===== config.mk =====
export PLATFORM = sky130hd
export DESIGN_NAME = input_debouncer_8
export DESIGN_NICKNAME = d
export VERILOG_FILES = /design/src/rtl/input_debouncer_8_pkg.sv /design/src/rtl/input_debouncer_8_channel.sv /design/src/rtl/input_debouncer_8.sv
export SDC_FILE = /design/constraint.sdc
export NUM_CORES = 1
export LEC_CHECK = 0
export BUFFER_PORTS_ARGS = -buffer_cell sky130_fd_sc_hd__buf_2
export CAP_MARGIN = 20
export CORE_MARGIN = 1
export CORE_UTILIZATION = 53
export DETAILED_ROUTE_END_ITERATION = 10
export PLACE_DENSITY = 0.78
export SYNTH_ARGS = -nofsm -noshare
export SYNTH_HDL_FRONTEND = slang
export SYNTH_SLANG_ARGS = --single-unit

===== constraint.sdc =====
create_clock -name clk -period 1.7 [get_ports clk]
set_clock_uncertainty 0.15 [all_clocks]
set_input_delay 0.34 -clock clk [delete_from_list [all_inputs] [get_ports clk]]
set_output_delay 0.34 -clock clk [all_outputs]
set_load 0.03 [all_outputs]

===== src/rtl/input_debouncer_8_pkg.sv =====
// Shared definitions for the 8-line active-low button conditioner.
//   NUM_LINES     : number of request lines driven toward the priority encoder
//   LINE_RELEASED : idle (not pressed) level of an active-low line
//   cnt_width()   : bit width of a debounce counter that must reach STABLE_COUNT-1
package input_debouncer_8_pkg;

  localparam int   NUM_LINES     = 8;
  localparam logic LINE_RELEASED = 1'b1;

  // Counter must hold STABLE_COUNT-1; a single-sample debounce still needs one bit.
  function automatic int cnt_width(input int stable_count);
    int w;
    w = $clog2(stable_count);
    if (w < 1) w = 1;
    return w;
  endfunction

endpackage


===== src/rtl/input_debouncer_8_channel.sv =====
// One debounce channel: stable-level filter, press-edge pulse and sticky latch.
// Ports:
//   clk      in  system clock
//   rst      in  synchronous active-high reset
//   tick     in  shared sample strobe; the filter only advances when high
//   in_n     in  synchronised raw level (active-low)
//   clr      in  clears the sticky latch while the debounced level is released
//   db_n     out debounced level (active-low)
//   press    out one-cycle pulse the cycle after db_n falls
//   sticky_n out latched press, held low until cleared after release
module debounce_channel
  import input_debouncer_8_pkg::*;
#(
  parameter int STABLE_COUNT = 10
) (
  input  logic clk,
  input  logic rst,
  input  logic tick,
  input  logic in_n,
  input  logic clr,
  output logic db_n,
  output logic press,
  output logic sticky_n
);

  localparam int               CNT_W    = cnt_width(STABLE_COUNT);
  localparam logic [CNT_W-1:0] CNT_LAST = CNT_W'(STABLE_COUNT - 1);

  logic [CNT_W-1:0] r_cnt;
  logic             r_db_n;
  logic             r_db_prev_n;
  logic             r_press;
  logic             r_sticky_n;

  logic             w_mismatch;
  logic             w_flip;
  logic             w_fall;

  always_comb begin
    w_mismatch = (in_n != r_db_n);
    w_flip     = tick && w_mismatch && (r_cnt == CNT_LAST);
    // A flip while the stable level is released can only be a press.
    w_fall     = w_flip && r_db_n;
  end

  always_ff @(posedge clk) begin
    if (rst) begin
      r_cnt       <= '0;
      r_db_n      <= LINE_RELEASED;
      r_db_prev_n <= LINE_RELEASED;
      r_press     <= 1'b0;
      r_sticky_n  <= LINE_RELEASED;
    end else begin
      if (tick) begin
        if (!w_mismatch) begin
          r_cnt <= '0;
        end else if (w_flip) begin
          r_db_n <= in_n;
          r_cnt  <= '0;
        end else begin
          r_cnt <= r_cnt + 1'b1;
        end
      end
      r_db_prev_n <= r_db_n;
      r_press     <= r_db_prev_n & ~r_db_n;
      // The press edge outranks a coincident clear; clearing a held button is ignored.
      if (w_fall) begin
        r_sticky_n <= 1'b0;
      end else if (clr && r_db_n) begin
        r_sticky_n <= LINE_RELEASED;
      end
    end
  end

  assign db_n     = r_db_n;
  assign press    = r_press;
  assign sticky_n = r_sticky_n;

endmodule


===== src/rtl/input_debouncer_8.sv =====
// 8-channel active-low push-button conditioner feeding an 8-to-3 priority encoder.
// Ports:
//   clk       in  system clock
//   rst       in  synchronous active-high reset
//   btn_n     in  [7:0] raw asynchronous buttons, 0 = pressed
//   sticky_en in  1 = x_n shows latched presses, 0 = live debounced level
//   clr       in  [7:0] per-channel clear of the latched press
//   x_n       out [7:0] request lines to the encoder (active-low)
//   db_n      out [7:0] live debounced level (active-low)
//   press     out [7:0] one-cycle pulse per debounced press
//   any_n     out 0 when any request line is asserted
module input_debouncer_8
  import input_debouncer_8_pkg::*;
#(
  parameter int TICK_DIV     = 100000,
  parameter int STABLE_COUNT = 10
) (
  input  logic                 clk,
  input  logic                 rst,
  input  logic [NUM_LINES-1:0] btn_n,
  input  logic                 sticky_en,
  input  logic [NUM_LINES-1:0] clr,
  output logic [NUM_LINES-1:0] x_n,
  output logic [NUM_LINES-1:0] db_n,
  output logic [NUM_LINES-1:0] press,
  output logic                 any_n
);

  localparam int               PRE_W    = cnt_width(TICK_DIV);
  localparam logic [PRE_W-1:0] PRE_LAST = PRE_W'(TICK_DIV - 1);

  logic [NUM_LINES-1:0] r_sync1_n;
  logic [NUM_LINES-1:0] r_sync2_n;
  logic [PRE_W-1:0]     r_presc;

  logic                 w_tick;
  logic [NUM_LINES-1:0] w_db_n;
  logic [NUM_LINES-1:0] w_press;
  logic [NUM_LINES-1:0] w_sticky_n;

  // Stage: two-flop synchroniser; sync reset forces the released level.
  always_ff @(posedge clk) begin
    if (rst) begin
      r_sync1_n <= {NUM_LINES{LINE_RELEASED}};
      r_sync2_n <= {NUM_LINES{LINE_RELEASED}};
    end else begin
      r_sync1_n <= btn_n;
      r_sync2_n <= r_sync1_n;
    end
  end

  // Stage: sample-tick prescaler, strobe on the terminal count.
  always_ff @(posedge clk) begin
    if (rst) begin
      r_presc <= '0;
    end else if (r_presc == PRE_LAST) begin
      r_presc <= '0;
    end else begin
      r_presc <= r_presc + 1'b1;
    end
  end

  assign w_tick = (r_presc == PRE_LAST);

  // Stage: independent per-line debounce and latch.
  for (genvar gi = 0; gi < NUM_LINES; gi++) begin : g_ch
    debounce_channel #(
      .STABLE_COUNT(STABLE_COUNT)
    ) u_ch (
      .clk     (clk),
      .rst     (rst),
      .tick    (w_tick),
      .in_n    (r_sync2_n[gi]),
      .clr     (clr[gi]),
      .db_n    (w_db_n[gi]),
      .press   (w_press[gi]),
      .sticky_n(w_sticky_n[gi])
    );
  end

  // Both mux inputs are flop outputs, so x_n only glitches when sticky_en itself moves.
  assign x_n   = sticky_en ? w_sticky_n : w_db_n;
  assign any_n = &x_n;
  assign db_n  = w_db_n;
  assign press = w_press;

endmodule


# After elaboration in Yosys (flattened, before gate mapping)
# Cells that the tools add are included.
[word_totals] register_bits=97 wordCells=168
[classes] addsub=9 eq_ne=17 n_mux=33 n_bitwise=16 reduce_logical=50
[ops] op="4-bit two-way mux" n=16
[ops] op="4-bit by 1-bit adder with 4-bit output, second input constant" n=8
[ops] op="4-bit equality test, second input constant" n=8
[ops] op="1-bit logical AND" n=32
[ops] op="3-bit AND reduction" n=8
[ops] op="17-bit by 1-bit adder with 17-bit output, second input constant" n=1
[ops] op="17-bit equality test, second input constant" n=1
[ops] op="1-bit two-way mux" n=16
[ops] op="2-bit nonzero test" n=8
[ops] op="1-bit AND" n=8
[ops] op="8-bit two-way mux" n=1
[ops] op="1-bit inequality test" n=8
[ops] op="1-bit inverter" n=8
[ops] op="8-bit AND reduction" n=1
[ops] op="2-bit OR reduction" n=1

# Depth between registers and ports, before layout
# Gate-level depths: netlist of run 1.
[logic_depth] word_depth=5 depth_mapped=8 depth_no_buf=6

# Cells and area by module
# Synthesis of run 1 repeated with hierarchy kept, for this count alone.
[unflattened] hier_cells=438 hier_area_um2=4259.1
[by_module_without_submodules] module="debounce_channel" instances=8 cells_each=38 area_per_inst_um2=367.9 seq_area_each_um2=160.2
[by_module_without_submodules] module="input_debouncer_8" instances=1 cells_each=134 area_per_inst_um2=1316.3 seq_area_each_um2=660.6

# Least setup slack after synthesis of run 1
# Ideal clock, no wire load.
[synth_timing] kind="input to output" from="in sticky_en" to="out any_n" t_arrival_ps=1475 required_time_ps=1210 setup_slack_ps=-265 cell_stages=4 cell_sequence="clkbuf_1 -> mux2_2 -> nand4_1 -> nor2_1"
[synth_via] elab_chain_len=2
[synth_rtl] item="start, declared" line="input_debouncer_8.sv:21" rtl="input logic sticky_en,"
[synth_rtl] item="8-bit two-way mux" line="input_debouncer_8.sv:82" rtl="assign x_n = sticky_en ? w_sticky_n : w_db_n;"
[synth_rtl] item="named net x_n[1]" line="input_debouncer_8.sv:23" rtl="output logic [NUM_LINES-1:0] x_n,"
[synth_rtl] item="8-bit AND reduction" line="input_debouncer_8.sv:83" rtl="assign any_n = &x_n;"
[synth_rtl] item="end, declared" line="input_debouncer_8.sv:26" rtl="output logic any_n"
# The timed path passes the listed nets, and every way through them passes these cells.

# Worst setup path in the final report of run 1
[layout_timing] from="reg r_presc[11]" to="reg g_ch[5].u_ch.r_cnt[1]"
[layout_via] elab_chain_len=5
[layout_rtl] item="start, declared" line="input_debouncer_8.sv:34" rtl="logic [PRE_W-1:0] r_presc;"
[layout_rtl] item="start signal, assigned" line="input_debouncer_8.sv:59" rtl="r_presc <= r_presc + 1'b1;"
[layout_rtl] item="17-bit equality test (*)" line="input_debouncer_8.sv:63" rtl="assign w_tick = (r_presc == PRE_LAST);"
[layout_rtl] item="1-bit logical AND (2 in a row)" line="input_debouncer_8_channel.sv:41" rtl="w_flip = tick && w_mismatch && (r_cnt == CNT_LAST);"
[layout_rtl] item="4-bit two-way mux" line="input_debouncer_8_channel.sv:57" rtl="end else if (w_flip) begin"
[layout_rtl] item="4-bit two-way mux" line="input_debouncer_8_channel.sv:55" rtl="if (!w_mismatch) begin"
[layout_rtl] item="end signal, assigned" line="input_debouncer_8_channel.sv:61" rtl="r_cnt <= r_cnt + 1'b1;"
[layout_rtl] item="end, declared" line="input_debouncer_8_channel.sv:29" rtl="logic [CNT_W-1:0] r_cnt;"
# Mark *: on every way between the ends. The rest lies on a longest branch, timed or not.
# A chain may end at the register's enable or synchronous reset.

==> results of run 1 <==
-- synth_stat cells, types with 15 or more instances --
cell type	number
nand2_1	20
dfxtp_1	97
buf_4	18
a21o_1	16
ha_1	17
or2_2	24
nand4_1	16
xor2_1	15
nand2b_1	16
mux2i_1	16
inv_1	17
nor2_1	31
-- what timing repair did --
item                                   4_1_cts  5_1_grt
gates resized for setup                     66       47
setup endpoints to repair                   60       69
endpoints found under the hold margin        8        0
gates cloned                                 4        1
setup buffers                               16        6
hold buffers                                 8        0
pin swaps                                   27       24
-- worst register-to-register path: stages (launching register included) --
cell,delay [ns]
dfxtp_2,0.34
nor4b_4,0.35
nand3_4,0.14
buf_6,0.15
o21bai_4,0.27
clkbuf_16,0.24
o22ai_2,0.08
-- logic make-up after synthesis --
logic type / after synthesis / synth area share
muxes: 24 / 0.0561
xor gates and xnor gates: 20 / 0.0393
buffers and inverters: 53 / 0.0687
AOI/OAI and AO/OA: 64 / 0.121
DFF: 97 / 0.435
adders and majority gates: 17 / 0.0477
and+or+nand+nor: 172 / 0.232
-- state kept, by name, indices dropped and copies added (netlist names) --
register               count
r_sync1_n                  8
g_ch.u_ch.press            8
r_sync2_n                  8
g_ch.u_ch.r_db_prev_n      8
g_ch.u_ch.r_cnt           32
g_ch.u_ch.sticky_n         8
g_ch.u_ch.db_n             8
r_presc                   17
-- worst max-delay path by stage --
stage | from | endpoint | slack (ns) | cells past startpoint
finish | r_presc[11] | g_ch[5].u_ch.r_cnt[1] | -0.13 | 6
CTS | g_ch[1].u_ch.db_n | any_n | -0.12 | 4
floorplan | r_presc[5] | g_ch[0].u_ch.r_cnt[2] | -0.04 | 7
global route | r_presc[11] | g_ch[5].u_ch.r_cnt[1] | -0.19 | 6
detailed placement | r_presc[11] | g_ch[2].u_ch.r_cnt[3] | -0.12 | 5
global placement | r_presc[11] | g_ch[4].u_ch.r_cnt[3] | -0.06 | 5
-- cell type report --
type	instances	area [um^2]	area share
Timing Repair Buffer	107	887	0.152
Multi-Input combinational cell	299	2600	0.445
Sequential cell	97	1970	0.338
Clock inverter	7	61.3	0.0105
Tap cell	105	131	0.0225
Inverter	17	63.8	0.0109
Clock buffer	9	124	0.0212
-- metal layers --
layer / up-vias / wire length (um)
met5: - / 0
met4: 0 / 416
met3: 35 / 487
met2: 109 / 5310
met1: 1731 / 4280
li1: 1729 / -
-- stage by stage --
step	cells	area [um^2]	hold WS, ns
6_report	641	5840	0.0931
5_1_grt	641	5840	0.0909
4_1_cts	638	5650	0.0919
3_5_place_dp	594	4920	0.243
3_3_place_gp	594	4920	0.243
2_1_floorplan	447	4510	0.239
-- report_power, final --
| part | internal (mW) | switching [mW] | leakage (nW) | total (mW) |
|---|---|---|---|---|
| logic | 0.0972 | 0.0904 | 1.37 | 0.188 |
| clock network | 0.560 | 0.864 | 0.0936 | 1.42 |
| registers | 2.29 | 0.0155 | 0.787 | 2.30 |
==> impl_results.md, run 1 <==
- DPL Wire Length: 5910 um
- Unique masters post-synth: 44
- Share of cells above drive strength 1: 0.401
- Longest Clk Path Bufs: 2
- Synth top area share: 0.435
- Vias: 3604
- Peak fanout along the critical path: 6
- RSZ-0062 raised after global routing: yes
- R2R Path Start: r_presc[11]
- Reg2reg setup slack: -0.13 ns
- DRT Pass-1 Iters: 4
- GRT overflow: 0
- Fin worst setup slack: -0.128 ns
- Syn_area_per_cell: 9.98 um^2
- IO buf count: 43
- FILL cells: 519
- CP arrival: 1.94 ns
- Final worst-path cycle share: 1.08
- Setup TNS: -3.90 ns
- Layout area overhead: 30.9%
- Per-cell routed wire length: 16.4 um
- CP max stage cell: nor4b_4
- Hold Path Cell Cnt: 3
- Cells after synthesis: 447
- P_leak: 2.25 nW
- Slew HR: 0.690
- Routed Antenna Nets: 0
- FF+latch count, synth: 97
- Residual DRC: 0
- Syn nets: 483
- Die W: 93.8 um
- Die Height: 93.8 um
- 1st-iter DRT viols: 165
- Post-Syn Area: 4460 um^2
- Rows: 33
- Top_reg_cell synth: dfxtp_1
- CP max stage delay: 0.35 ns
- Max VDD drop: 0.642 mV
- Critical Path End Type: flop
- PwrDens: 670 nW/um^2
- Critical Setup Path Class: flop to flop
- Most common cell after layout, fill and taps aside: dfxtp_1
- Max-slew violations: 0
- Core area: 8180 um^2
- Total die area: 8790 um^2
- Largest net degree at the start of global routing: 53
- Met2 Usage GRT: 0.403
- TritonCTS clock tree: yes
- Endpoints failing hold: 0
- Commonest cells after routing, fill and taps aside: 83 x dfxtp_1, 42 x buf_4, 38 x buf_2, 26 x nor2_1, 24 x or2_2
- GRT met3 Usage: 0.0437
- Fin crit period: 1.83 ns
- Worst Hold Class: primary input to flop
- Vias per Instance: 5.62
- Ys async rst share: 0
- Failing checks: negative setup slack
- Buf/Inv on CP: 2
- Status: finished with violations
- Total global-route track usage: 0.235
- Startpoint types: flop
- Met1 global-route usage: 0.279
- CTS Buf Count: 9
- Busiest grt layer: met2
- Total wire length: 10500 um
- Post-place setup slack: -0.118 ns
- Yosys warns: 0
- Antenna violations before repair: 0
- Critical Path, Cell by Cell: nor4b_4 -> nand3_4 -> buf_6 -> o21bai_4 -> clkbuf_16 -> o22ai_2
- WP data required: 1.82 ns
- Worst-Margin Slew: 0.460 ns
- Clock latency at the later pin of the worst-skew pair: 0.37 ns
- Overall Power: 3.91 mW
- Maxcap violations: 0
- Number of global-route vias before repair: 3415
- Final setup fails: 61
- Path depth of the worst reg2reg path: 6
- Sequential fraction of the synthesis area: 0.435
- Worst r2r dst: g_ch[5].u_ch.r_cnt[1]
- IO Pins: 44
- Fmax: 547 MHz
- Worst Hold End: g_ch[0].u_ch.sticky_n
- Area leader, netlist: dfxtp_1
- Final Util: 0.714
- CTS HTree Levels: 3
- Root Buffer: clkbuf_8
- Clk sink count: 97
- Post-synth EDFFs: 0
- Ranking of synthesized cells by area: dfxtp_1 44%, ha_1 4.8%, mux2i_1 3.6%
- Global-route wire length before repair: 15900 um
- Min-delay src: clr[0]
- Antenna cells: 0
- CP top delay family: simple AND/OR/NAND/NOR gates
- Clock slew at reported path FFs: 0.10 ns
- Final #Nets: 567
- Initial Utilization: 0.546
- Routability cong.: 0.816
Note: power is estimated with default switching activity, not from simulation.
==> run 2, diff against run 1 <==
--- a/config.mk
+++ b/config.mk
@@ -5,11 +5,13 @@
 export SDC_FILE = /design/constraint.sdc
 export NUM_CORES = 1
 export LEC_CHECK = 0
+export ABC_AREA = 1
 export BUFFER_PORTS_ARGS = -buffer_cell sky130_fd_sc_hd__buf_2
 export CAP_MARGIN = 20
 export CORE_MARGIN = 1
 export CORE_UTILIZATION = 53
 export DETAILED_ROUTE_END_ITERATION = 10
+export MAX_ROUTING_LAYER = met4
 export PLACE_DENSITY = 0.78
 export SYNTH_ARGS = -nofsm -noshare
 export SYNTH_HDL_FRONTEND = slang
==> impl_results.md, run 2 <==
- Status: finished with violations (unchanged)
- Failing checks: negative setup slack (unchanged)
- Rows: 32 (was 33)
- Largest net degree at the start of global routing: 25 (was 53)
- Critical Setup Path Class: flop to primary output (was flop to flop)
- Share of cells above drive strength 1: 0.333 (was 0.401)
- Ys async rst share: 0 (unchanged)
- Switching Fraction: 0.250 (was 0.248)
- Post-synth EDFFs: 0 (unchanged)
- Fin area: 5450 um^2 (was 5840 um^2)
- Vias: 3735 (was 3604)
- Residual DRC: 0 (unchanged)
- Startpoint types: flop (unchanged)
- Crit path from: g_ch[4].u_ch.sticky_n (was r_presc[11])
- CTS HTree Levels: 3 (unchanged)
- Most frequent cells after synthesis: 116 x nand2_1, 97 x dfxtp_1, 51 x nor2_1 (was 97 x dfxtp_1, 31 x nor2_1, 24 x or2_2)
- Layout area overhead: 27.7% (was 30.9%)
- Cell Area, Placed: 4770 um^2 (was 4920 um^2)
- Routed Antenna Nets: 0 (unchanged)
- Overall Power: 4.18 mW (was 3.91 mW)
- Syn nets: 567 (was 483)
- Sequential fraction of the synthesis area: 0.455 (was 0.435)
- DPL Wire Length: 6140 um (was 5910 um)
- Fmax: 550 MHz (was 547 MHz)
- Max VDD drop: 0.500 mV (was 0.642 mV)
- Longest Clk Path Bufs: 2 (unchanged)
- Max reg flops: 32 (unchanged)
- Final #Nets: 634 (was 567)
- Per-cell routed wire length: 14.3 um (was 16.4 um)
- Min-delay src: btn_n[0] (was clr[0])
- Commonest cells after routing, fill and taps aside: 112 x nand2_1, 78 x dfxtp_1, 49 x nor2_1, 40 x buf_2 (was 83 x dfxtp_1, 42 x buf_4, 38 x buf_2, 26 x nor2_1, 24 x or2_2)
- Worst Hold Class: primary input to flop (unchanged)
- Clock latency at the later pin of the worst-skew pair: 0.37 ns (about the same)
- Critical Path End Type: primary output (was flop)
- Clock Power Share: 0.381 (was 0.364)
- Antenna cells: 0 (unchanged)
- R2R Path Start: r_presc[0] (was r_presc[11])
- Logic pwr share: 0.065 (was 0.048)
- Yosys warns: 0 (unchanged)
- TritonCTS clock tree: yes (unchanged)
- Max-slew violations: 0 (unchanged)
- Reg power frac: 0.553 (was 0.588)
- Vias per Instance: 5.30 (was 5.62)
- PwrDens: 766 nW/um^2 (was 670 nW/um^2)
- Post-Syn Area: 4270 um^2 (was 4460 um^2)
- Core area: 7770 um^2 (was 8180 um^2)
- Cell-internal power: 3.13 mW (was 2.94 mW)
- P_leak: 2.20 nW (was 2.25 nW)
- Root Buffer: clkbuf_8 (unchanged)
- RSZ-0062 raised after global routing: yes (unchanged)
- Final Util: 0.702 (was 0.714)
- Antenna violations before repair: 0 (unchanged)
- Top_reg_cell synth: dfxtp_1 (unchanged)
- Die W: 91.8 um (was 93.8 um)
- FF+latch count, synth: 97 (unchanged)
- GRT overflow: 0 (unchanged)
- Fin worst setup slack: -0.119 ns (was -0.128 ns)
- Fin crit period: 1.82 ns (was 1.83 ns)
- Syn_area_per_cell: 8.04 um^2 (was 9.98 um^2)
- CP top delay family: simple AND/OR/NAND/NOR gates (unchanged)
- Worst-Margin Slew: 0.464 ns (was 0.460 ns)
- Maxcap violations: 0 (unchanged)
- CTS Buf Count: 9 (unchanged)
- Most common cell after layout, fill and taps aside: nand2_1 (was dfxtp_1)
- Top Registers: g_ch.u_ch.r_cnt: 32 flops, r_presc: 17 flops (unchanged)
- Global-route wire length before repair: 16100 um (was 15900 um)
- Area leader, netlist: dfxtp_1 (unchanged)
- Total die area: 8420 um^2 (was 8790 um^2)
- Die Height: 91.8 um (was 93.8 um)
- Clk sink count: 97 (unchanged)
- DRT Pass-1 Iters: 4 (unchanged)
- IO Pins: 44 (unchanged)
- Largest reg by FF count: g_ch.u_ch.r_cnt (unchanged)
- CP arrival: 1.33 ns (was 1.94 ns)
- WP data required: 1.21 ns (was 1.82 ns)
- Total global-route track usage: 0.245 (was 0.235)
- CP max stage delay: 0.37 ns (was 0.35 ns)
- Number of global-route vias before repair: 3673 (was 3415)
- Final worst-path cycle share: 1.07 (was 1.08)
- Final setup fails: 4 (was 61)
- Peak fanout along the critical path: 2 (was 6)
- Most instantiated library cell after synthesis: nand2_1 (was dfxtp_1)
- Psw: 1.04 mW (was 970 uW)
- Total wire length: 10100 um (was 10500 um)
- Unique masters post-synth: 28 (was 44)
- Clock slew at reported path FFs: 0.11 ns (was 0.10 ns)
- Slew HR: 0.689 (was 0.690)
- Critical Path, Cell by Cell: nand2_1 -> o21ai_4 -> nand4_1 -> nor2_4 -> buf_6 (was nor4b_4 -> nand3_4 -> buf_6 -> o21bai_4 -> clkbuf_16 -> o22ai_2)
- Buf/Inv on CP: 1 (was 2)
- CP max stage cell: dfxtp_2 (was nor4b_4)
- IO buf count: 43 (unchanged)
- 1st-iter DRT viols: 143 (was 165)
- Cells after synthesis: 531 (was 447)
- Initial Utilization: 0.550 (was 0.546)
- Endpoints failing hold: 0 (unchanged)
- Ranking of synthesized cells by area: dfxtp_1 45%, nand2_1 10%, ha_1 5.0% (was dfxtp_1 44%, ha_1 4.8%, mux2i_1 3.6%)
- Routability cong.: 0.837 (was 0.816)
- Post-place setup slack: -0.166 ns (was -0.118 ns)
- Synth top area share: 0.455 (was 0.435)
-- run 2: repair_timing --
item	in CTS	in global routing
pin swaps	5	17
endpoints found under the setup margin	49	58
hold buffers	5	0
gates cloned	2	1
buffers inserted	4	5
resized for setup	40	60
endpoints found under the hold margin	5	0
-- run 2: cell type report --
cell class / count / area [um^2]
clock buffer: 9 / 124
clock inverter: 7 / 92.6
fill: 559 / 2320
inverter: 46 / 185
multi-input combinational: 357 / 2280
sequential: 97 / 1970
tap: 102 / 128
timing repair buffer: 87 / 673
-- run 2: final timing paths --
| check | to | slack, ns | cells past startpoint |
|---|---|---|---|
| hold / removal | r_sync1_n[0] | 0.02 | 2 |
| hold reg to reg | r_sync2_n[3] | 0.27 | 1 |
| setup / recovery | any_n | -0.12 | 5 |
| setup reg to reg | g_ch[5].u_ch.db_n | -0.02 | 10 |
-- run 2: power by group through the flow --
stage	Sequential [mW]	Clock (mW)	Combinational (mW)
floorplan	2.36	0	0.145
global placement	2.36	0	0.224
detailed placement	2.36	0	0.232
CTS	2.31	1.62	0.251
global route	2.31	1.72	0.291
finish	2.31	1.59	0.272
-- run 2: metal layers --
layer	global-route usage	routed length [um]
met1	0.273	4100
met4	0.117	284
met3	0.0381	474
met2	0.429	5200
met5	-	0
-- run 2: kinds of logic after synthesis --
logic type	after synthesis	share of synthesized area
compound gates	55	0.0727
xor+xnor	27	0.0554
fa+ha+maj	17	0.0498
buf+inv	77	0.0900
flops	97	0.455
simple gates	258	0.277
-- run 2: metrics by stage --
step                setup TNS, ns  instances  hold WS (ns)
CTS                        -0.113        701       0.00526
finish                     -0.169        705        0.0160
global placement           -0.143        674         0.242
floorplan                       0        531         0.239
global route                -2.55        705        0.0159
detailed placement         -0.862        674         0.244
